<file path="src/rtl/colisao_inimigos_if.sv">
// Bus between the bullet/game top level and the enemy collision stage.
// The game side (master) drives the bullet, grid and control inputs. The
// collision stage (slave) returns the alive bitmap, score and hit pulse.
// acerto is a one-cycle pulse; indiceAcerto is valid while it is high.
interface colisao_inimigos_if #(
    parameter int NUM = 32
);
    logic             reiniciarJogo;
    logic             pausa;
    logic             bolaAtiva;
    logic [9:0]       bolaX;
    logic [9:0]       bolaY;
    logic [9:0]       raio;
    logic [9:0]       gradeX;
    logic [9:0]       gradeY;
    logic [NUM-1:0]   vivos;
    logic             acerto;
    logic [5:0]       indiceAcerto;
    logic [15:0]      pontos;
    logic             todosMortos;
    logic             ocupado;

    modport master (
        output reiniciarJogo, pausa, bolaAtiva, bolaX, bolaY, raio, gradeX, gradeY,
        input  vivos, acerto, indiceAcerto, pontos, todosMortos, ocupado
    );

    modport slave (
        input  reiniciarJogo, pausa, bolaAtiva, bolaX, bolaY, raio, gradeX, gradeY,
        output vivos, acerto, indiceAcerto, pontos, todosMortos, ocupado
    );
endinterface

</file>
<file path="src/rtl/colisao_inimigos.sv">
// Enemy collision stage: scans the enemy grid one cell per cycle against the
// bullet bounding box, kills the lowest-index live overlapping enemy, keeps
// the alive bitmap and the score. estado_o exposes the FSM state for debug.
module colisao_inimigos #(
    parameter int LINHAS            = 4,
    parameter int COLUNAS           = 8,
    parameter int LARG_INIMIGO      = 24,
    parameter int ALT_INIMIGO       = 16,
    parameter int PASSO_X           = 40,
    parameter int PASSO_Y           = 30,
    parameter int PONTOS_POR_ACERTO = 10
) (
    input  logic                CLOCK_50,
    input  logic                reset,
    colisao_inimigos_if.slave   bus,
    output logic [1:0]          estado_o
);
    localparam int N  = LINHAS * COLUNAS;
    localparam int IW = (N > 1) ? $clog2(N) : 1;
    localparam int CW = (COLUNAS > 1) ? $clog2(COLUNAS) : 1;
    localparam int LW = (LINHAS > 1) ? $clog2(LINHAS) : 1;

    localparam logic [1:0] OCIOSO  = 2'd0;
    localparam logic [1:0] AMOSTRA = 2'd1;
    localparam logic [1:0] VARRE   = 2'd2;
    localparam logic [1:0] ACERTO  = 2'd3;

    logic [1:0]    st_q, st_d;
    logic [IW-1:0] idx_q, idx_d;
    logic [CW-1:0] col_q, col_d;
    logic [LW-1:0] lin_q, lin_d;
    logic [9:0]    sx_q, sx_d, sy_q, sy_d, sr_q, sr_d, gx_q, gx_d, gy_q, gy_d;
    logic [9:0]    last_x_q, last_x_d, last_y_q, last_y_d;
    logic          prev_ativa_q, prev_ativa_d;
    logic [N-1:0]  vivos_q, vivos_d;
    logic [15:0]   pontos_q, pontos_d;
    logic [5:0]    indice_q, indice_d;
    logic          todos_q, todos_d;

    logic          disparo;
    logic [10:0]   bx_lo, bx_hi, by_lo, by_hi;
    logic [10:0]   cx_lo, cx_hi, cy_lo, cy_hi;
    logic          acerta_celula;
    logic          ultima;
    logic [16:0]   soma;

    // Trigger on a new bullet position or a fresh bullet launch
    assign disparo = bus.bolaAtiva && !bus.pausa &&
                     (({bus.bolaX, bus.bolaY} != {last_x_q, last_y_q}) || !prev_ativa_q);

    // Bullet box and current cell box in 11 bits; bullet low edges saturate at 0
    always_comb begin
        bx_lo = (sx_q >= sr_q) ? {1'b0, sx_q - sr_q} : 11'd0;
        by_lo = (sy_q >= sr_q) ? {1'b0, sy_q - sr_q} : 11'd0;
        bx_hi = {1'b0, sx_q} + {1'b0, sr_q};
        by_hi = {1'b0, sy_q} + {1'b0, sr_q};
        cx_lo = {1'b0, gx_q} + 11'(col_q * PASSO_X);
        cy_lo = {1'b0, gy_q} + 11'(lin_q * PASSO_Y);
        cx_hi = cx_lo + 11'(LARG_INIMIGO - 1);
        cy_hi = cy_lo + 11'(ALT_INIMIGO - 1);
        acerta_celula = vivos_q[idx_q] &&
                        (bx_lo <= cx_hi) && (bx_hi >= cx_lo) &&
                        (by_lo <= cy_hi) && (by_hi >= cy_lo);
    end

    assign ultima = (idx_q == IW'(N - 1));
    assign soma   = {1'b0, pontos_q} + 17'(PONTOS_POR_ACERTO);

    // Next-state logic: restart first, then the FSM unless paused
    always_comb begin
        st_d         = st_q;
        idx_d        = idx_q;
        col_d        = col_q;
        lin_d        = lin_q;
        sx_d         = sx_q;
        sy_d         = sy_q;
        sr_d         = sr_q;
        gx_d         = gx_q;
        gy_d         = gy_q;
        last_x_d     = last_x_q;
        last_y_d     = last_y_q;
        prev_ativa_d = bus.bolaAtiva;
        vivos_d      = vivos_q;
        pontos_d     = pontos_q;
        indice_d     = indice_q;
        todos_d      = (vivos_q == '0);
        if (bus.reiniciarJogo) begin
            st_d     = OCIOSO;
            vivos_d  = '1;
            pontos_d = '0;
            todos_d  = 1'b0;
        end else if (!bus.pausa) begin
            case (st_q)
                OCIOSO: begin
                    if (disparo) st_d = AMOSTRA;
                end
                AMOSTRA: begin
                    sx_d     = bus.bolaX;
                    sy_d     = bus.bolaY;
                    sr_d     = bus.raio;
                    gx_d     = bus.gradeX;
                    gy_d     = bus.gradeY;
                    last_x_d = bus.bolaX;
                    last_y_d = bus.bolaY;
                    idx_d    = '0;
                    col_d    = '0;
                    lin_d    = '0;
                    st_d     = VARRE;
                end
                VARRE: begin
                    if (acerta_celula) begin
                        indice_d = 6'(idx_q);
                        st_d     = ACERTO;
                    end else if (ultima) begin
                        st_d = OCIOSO;
                    end else begin
                        idx_d = idx_q + IW'(1);
                        if (col_q == CW'(COLUNAS - 1)) begin
                            col_d = '0;
                            lin_d = lin_q + LW'(1);
                        end else begin
                            col_d = col_q + CW'(1);
                        end
                    end
                end
                default: begin
                    vivos_d[idx_q] = 1'b0;
                    pontos_d       = soma[16] ? 16'hFFFF : soma[15:0];
                    st_d           = OCIOSO;
                end
            endcase
        end
    end

    // State registers with asynchronous active-low reset
    always_ff @(posedge CLOCK_50 or negedge reset) begin
        if (!reset) begin
            st_q         <= OCIOSO;
            idx_q        <= '0;
            col_q        <= '0;
            lin_q        <= '0;
            sx_q         <= '0;
            sy_q         <= '0;
            sr_q         <= '0;
            gx_q         <= '0;
            gy_q         <= '0;
            last_x_q     <= 10'h3FF;
            last_y_q     <= 10'h3FF;
            prev_ativa_q <= 1'b0;
            vivos_q      <= '1;
            pontos_q     <= '0;
            indice_q     <= '0;
            todos_q      <= 1'b0;
        end else begin
            st_q         <= st_d;
            idx_q        <= idx_d;
            col_q        <= col_d;
            lin_q        <= lin_d;
            sx_q         <= sx_d;
            sy_q         <= sy_d;
            sr_q         <= sr_d;
            gx_q         <= gx_d;
            gy_q         <= gy_d;
            last_x_q     <= last_x_d;
            last_y_q     <= last_y_d;
            prev_ativa_q <= prev_ativa_d;
            vivos_q      <= vivos_d;
            pontos_q     <= pontos_d;
            indice_q     <= indice_d;
            todos_q      <= todos_d;
        end
    end

    // The hit pulse is the ACERTO cycle itself, suppressed while paused or restarting
    assign bus.acerto       = (st_q == ACERTO) && !bus.pausa && !bus.reiniciarJogo;
    assign bus.vivos        = vivos_q;
    assign bus.pontos       = pontos_q;
    assign bus.indiceAcerto = indice_q;
    assign bus.todosMortos  = todos_q;
    assign bus.ocupado      = (st_q != OCIOSO);
    assign estado_o         = st_q;
endmodule

</file>
<file path="src/flat_wrapper.sv">
// flat-port wrapper written by rule: the top's interface ports become plain ports
module colisao_inimigos_flat 
#(
    parameter int LINHAS            = 4,
    parameter int COLUNAS           = 8,
    parameter int LARG_INIMIGO      = 24,
    parameter int ALT_INIMIGO       = 16,
    parameter int PASSO_X           = 40,
    parameter int PASSO_Y           = 30,
    parameter int PONTOS_POR_ACERTO = 10
)
  (CLOCK_50, reset, estado_o, bus_reiniciarJogo, bus_pausa, bus_bolaAtiva, bus_bolaX, bus_bolaY, bus_raio, bus_gradeX, bus_gradeY, bus_vivos, bus_acerto, bus_indiceAcerto, bus_pontos, bus_todosMortos, bus_ocupado);
  colisao_inimigos_if #(.NUM(32)) bus_i ();
  input  logic CLOCK_50;
  input  logic reset;
  output logic [1:0] estado_o;
  input wire logic [$bits(bus_i.reiniciarJogo)-1:0] bus_reiniciarJogo;
  input wire logic [$bits(bus_i.pausa)-1:0] bus_pausa;
  input wire logic [$bits(bus_i.bolaAtiva)-1:0] bus_bolaAtiva;
  input wire logic [$bits(bus_i.bolaX)-1:0] bus_bolaX;
  input wire logic [$bits(bus_i.bolaY)-1:0] bus_bolaY;
  input wire logic [$bits(bus_i.raio)-1:0] bus_raio;
  input wire logic [$bits(bus_i.gradeX)-1:0] bus_gradeX;
  input wire logic [$bits(bus_i.gradeY)-1:0] bus_gradeY;
  output wire logic [$bits(bus_i.vivos)-1:0] bus_vivos;
  output wire logic [$bits(bus_i.acerto)-1:0] bus_acerto;
  output wire logic [$bits(bus_i.indiceAcerto)-1:0] bus_indiceAcerto;
  output wire logic [$bits(bus_i.pontos)-1:0] bus_pontos;
  output wire logic [$bits(bus_i.todosMortos)-1:0] bus_todosMortos;
  output wire logic [$bits(bus_i.ocupado)-1:0] bus_ocupado;
  assign bus_i.reiniciarJogo = bus_reiniciarJogo;
  assign bus_i.pausa = bus_pausa;
  assign bus_i.bolaAtiva = bus_bolaAtiva;
  assign bus_i.bolaX = bus_bolaX;
  assign bus_i.bolaY = bus_bolaY;
  assign bus_i.raio = bus_raio;
  assign bus_i.gradeX = bus_gradeX;
  assign bus_i.gradeY = bus_gradeY;
  assign bus_vivos = bus_i.vivos;
  assign bus_acerto = bus_i.acerto;
  assign bus_indiceAcerto = bus_i.indiceAcerto;
  assign bus_pontos = bus_i.pontos;
  assign bus_todosMortos = bus_i.todosMortos;
  assign bus_ocupado = bus_i.ocupado;
  colisao_inimigos #(.LINHAS(LINHAS), .COLUNAS(COLUNAS), .LARG_INIMIGO(LARG_INIMIGO), .ALT_INIMIGO(ALT_INIMIGO), .PASSO_X(PASSO_X), .PASSO_Y(PASSO_Y), .PONTOS_POR_ACERTO(PONTOS_POR_ACERTO)) u_core (.CLOCK_50(CLOCK_50), .reset(reset), .bus(bus_i), .estado_o(estado_o));
endmodule
</file>
<file path="config.mk">
export PLATFORM = sky130hd
export DESIGN_NAME = colisao_inimigos_flat
export DESIGN_NICKNAME = d
export VERILOG_FILES = /design/src/rtl/colisao_inimigos_if.sv /design/src/rtl/colisao_inimigos.sv /design/src/flat_wrapper.sv
export SDC_FILE = /design/constraint.sdc
export NUM_CORES = 1
export LEC_CHECK = 0
export CORE_AREA = 2 2 173 175
export DETAILED_ROUTE_END_ITERATION = 8
export DIE_AREA = 0 0 175 177
export PLACE_DENSITY_LB_ADDON = 0.2
export SYNTH_ARGS = -nofsm -noshare
export SYNTH_HDL_FRONTEND = slang
export SYNTH_SLANG_ARGS = --single-unit
export TNS_END_PERCENT = 10
</file>
<file path="constraint.sdc">
create_clock -name CLOCK_50 -period 7.5 [get_ports CLOCK_50]
set_input_delay 1.125 -clock CLOCK_50 [delete_from_list [all_inputs] [get_ports CLOCK_50]]
set_output_delay 1.125 -clock CLOCK_50 [all_outputs]
set_load 0.01 [all_outputs]
</file>
==> flow_summary.json <==
{
  "viasPerCell": 5.132,
  "critPathArrivalTime_ns": 5.21,
  "diodes": 0,
  "grt_use_met1_pct": 25.16,
  "drtAntennaViolNets": 0,
  "antenna_found_initial": 0,
  "rsz0062_at_grt": "false",
  "grt.busiest_layer": "met2",
  "slowest_stage": "fa_1",
  "htreeDepth": 4,
  "drtIter0Drc": 493,
  "routedWlPerCell_um": 17.06,
  "synth_simple_gate_area_share_pct": 20.15,
  "hold_viol": 0,
  "drt-total-wl_mm": 28.03,
  "critPathKind": "reg -> reg",
  "grt_start_max_net_pins": 76,
  "finalClockSkew_ns": 0.01501,
  "io_buffers": 112,
  "syn_area_per_cell_sq_um": 8.713,
  "hp-class": "reg -> reg",
  "rows": 63,
  "netlist_top_cells_count": "226 x nand2_1, 117 x ha_1, 85 x dfrtp_1, 74 x inv_1, 60 x nor2_1",
  "tightestPinTransition_ns": 1.098,
  "die_area_sq_mm": 0.03098,
  "async_reset_ff_share_pct": 100.0,
  "start_kind": "flip-flop",
  "die-height_um": 177,
  "critPathMaxFanout": 10,
  "endpoint_kind": "flip-flop",
  "yosysSeqAreaShare_pct": 34.77,
  "ys_types": 75,
  "cap_violations": 0,
  "yosys_register_bits": 137,
  "synth.top_cell.area_share_pct": 21.17,
  "synth-edff-count": 0,
  "reg2regPathDepth": 19,
  "yosys_warnings": 0,
  "synth_compound_area_share_pct": 15.67,
  "drive_above_1_share_pct": 9.178,
  "ios": 114,
  "postCtsHoldBufs": 0,
  "outcome": "finished clean",
  "p_leak_nw": 5.417,
  "root_buffer": "clkbuf_16",
  "postCtsSetupBuffers": 0,
  "slew_viol_final": 0,
  "global_route.usage.met3_pct": 3.608,
  "synth_fp_nets": 1331,
  "num_vias": 8432,
  "whs_path_depth": 2,
  "synth_area_leaders": "dfrtp_1 21%, ha_1 15%, dfstp_2 14%",
  "synth_adder_area_share_pct": 15.77,
  "cts_made_buffers": 17,
  "setup_slack_ns": 2.612,
  "drt-pass1-iter-count": 5,
  "regToRegSetupSlack_ns": 2.61,
  "worstPathRequired_ns": 7.82,
  "die_x_um": 175,
  "setup_violations": 0,
  "post-dp-hpwl_mm": 20.61,
  "synth_mux_area_share_pct": 2.902,
  "clockBufferDepth": 2,
  "cts_sinks": 137,
  "grt_overflow": 0,
  "clock.fmax_mhz": 204.6,
  "rr_startpoint": "u_core.sr_q[1]",
  "clk_pin_slew_ns": 0.07,
  "holdWs_ns": 0.4665,
  "setup_tns_ns": 0,
  "grt_pass1_wl_mm": 45.40,
  "holdPathEnd": "u_core.last_y_q[4]",
  "grt_pass1_vias": 8483,
  "grt_use_met2_pct": 30.80,
  "core_area_sq_mm": 0.02924,
  "syn_area_sq_mm": 0.01005,
  "powerDensity_mw_per_mm2": 415.5,
  "yosysTopAreaCell": "dfrtp_1",
  "ir_worst_vdd_v": 0.0001992,
  "min_period_over_period_pct": 65.17,
  "yosysMostFrequentCell": "nand2_1",
  "synthCells": 1153,
  "nets": 1418,
  "finalCriticalPeriod_ns": 4.888,
  "synth_top_family_by_area": "simple AND/OR/NAND/NOR gates",
  "syn_to_final_growth_pct": 20.56,
  "cts_resized": 0,
  "drc": 0,
  "initial_core_util_pct": 34.35,
  "synth_ff_type": "dfrtp_1",
  "synth-xor-area-share_pct": 6.003,
  "cts_tree": "built",
  "insertion_delay_ns": 0.44,
  "fill_cells": 2908,
  "post-place-ws_ns": 2.621,
  "path_cells": "inv_1 -> fa_1 -> a21o_1 -> a21oi_1 -> o21ai_0 -> a21oi_1 -> o21bai_1 -> a21oi_1 -> o21a_1 -> nor2_1 -> ha_1 -> a211oi_1 -> nor2_1 -> or3_1 -> o211a_1 -> o31ai_4 -> nand4_4 -> nor3_4 -> mux2_2",
  "place.gp.congestion": 0.8955,
  "worst_path_most_repeated_cell": "a21oi_1",
  "cp_slowest_stage_delay_ns": 0.50,
  "worstHoldStart": "u_core.last_y_q[4]",
  "grt.total_usage_pct": 18.65,
  "slew_headroom_pct": 26.54,
  "regToRegEndpoint": "u_core.bus.indiceAcerto[0]"
}
## worst max-delay path by stage
stage                               start                    endpoint  slack (ns)
after floorplan            u_core.sr_q[1]  u_core.bus.indiceAcerto[0]        3.05
after global placement     u_core.sr_q[1]  u_core.bus.indiceAcerto[0]        2.77
after detailed placement  u_core.lin_q[0]             u_core.col_q[1]        2.62
after CTS                 u_core.lin_q[0]             u_core.col_q[1]        2.60
after global routing       u_core.sr_q[1]  u_core.bus.indiceAcerto[4]        2.09
final                      u_core.sr_q[1]  u_core.bus.indiceAcerto[0]        2.61
## where the power goes
part	internal [W]	switching, W	total [W]
combinational	0.00126	0.00175	0.00301
sequential	0.000932	0.000187	0.00112
clock	0.000498	0.000409	0.000907
## stage by stage
step / instance area (sq um) / util (%) / std cells / total power, W
floorplan: 10050 / - / 1153 / 0.003332
global placement: 11490 / 39.31 / 1611 / 0.004060
detailed placement: 11490 / 39.31 / 1611 / 0.004114
CTS: 12110 / 41.42 / 1643 / 0.005058
global route: 12110 / 41.42 / 1643 / 0.005492
finish: 12110 / 41.42 / 1643 / 0.005033
## critical path, delay by kind of cell (launching register included)
kind / cells / cell delay, ns
and+or+nand+nor: 5 / 0.97
muxes: 1 / 0.37
DFF: 1 / 0.47
buffers and inverters: 1 / 0.19
adders and majority gates: 2 / 0.82
AOI/OAI and AO/OA: 10 / 1.95
## routing by layer
layer  routed length (um)  vias up
met2                13270      163
met4                  381        0
li1                     -     4169
met3                 1176       24
met5                    0        -
met1                13210     4076
## logic make-up (layout without fill, tap and decap cells)
kind of cell | count (synthesis) | in the layout
compound gates | 236 | 236
mux | 26 | 26
xor+xnor | 68 | 68
flops | 137 | 137
other cells | 1 | 1
buf+inv | 123 | 223
simple gates | 439 | 439
fa+ha+maj | 123 | 123
## registers in the layout, summed over array words and instances, names as in the netlist, 3 cells and up
register	count
u_core.last_y_q	10
u_core.sx_q	10
u_core.bus.indiceAcerto	5
u_core.idx_q	5
u_core.last_x_q	10
u_core.bus.pontos	16
u_core.sr_q	10
u_core.gx_q	10
u_core.sy_q	10
u_core.gy_q	10
u_core.col_q	3
u_core.bus.vivos	32
## cells in the final DEF, fill, tap and decap left out, types with 38 or more instances in the layout
master and count:
nand2_1 225, ha_1 117, clkdlybuf4s50_1 110, dfrtp_1 85
inv_1 74, nor2_1 60, o21ai_0 59, dfstp_2 52
a21oi_1 47, a21o_1 43, xor2_1 38
## final cells by class
cell class / count / area [sq um] / share of cell area [%]
repair buffers: 116 / 1147 / 9.473
clock inverters: 14 / 166.4 / 1.374
flip-flops and latches: 137 / 3493 / 28.84
well taps: 390 / 488.0 / 4.029
clock buffers: 18 / 450.4 / 3.719
inverters: 75 / 281.5 / 2.324
multi-input cells: 893 / 6085 / 50.24
Note: power is estimated with default switching activity, not from simulation.
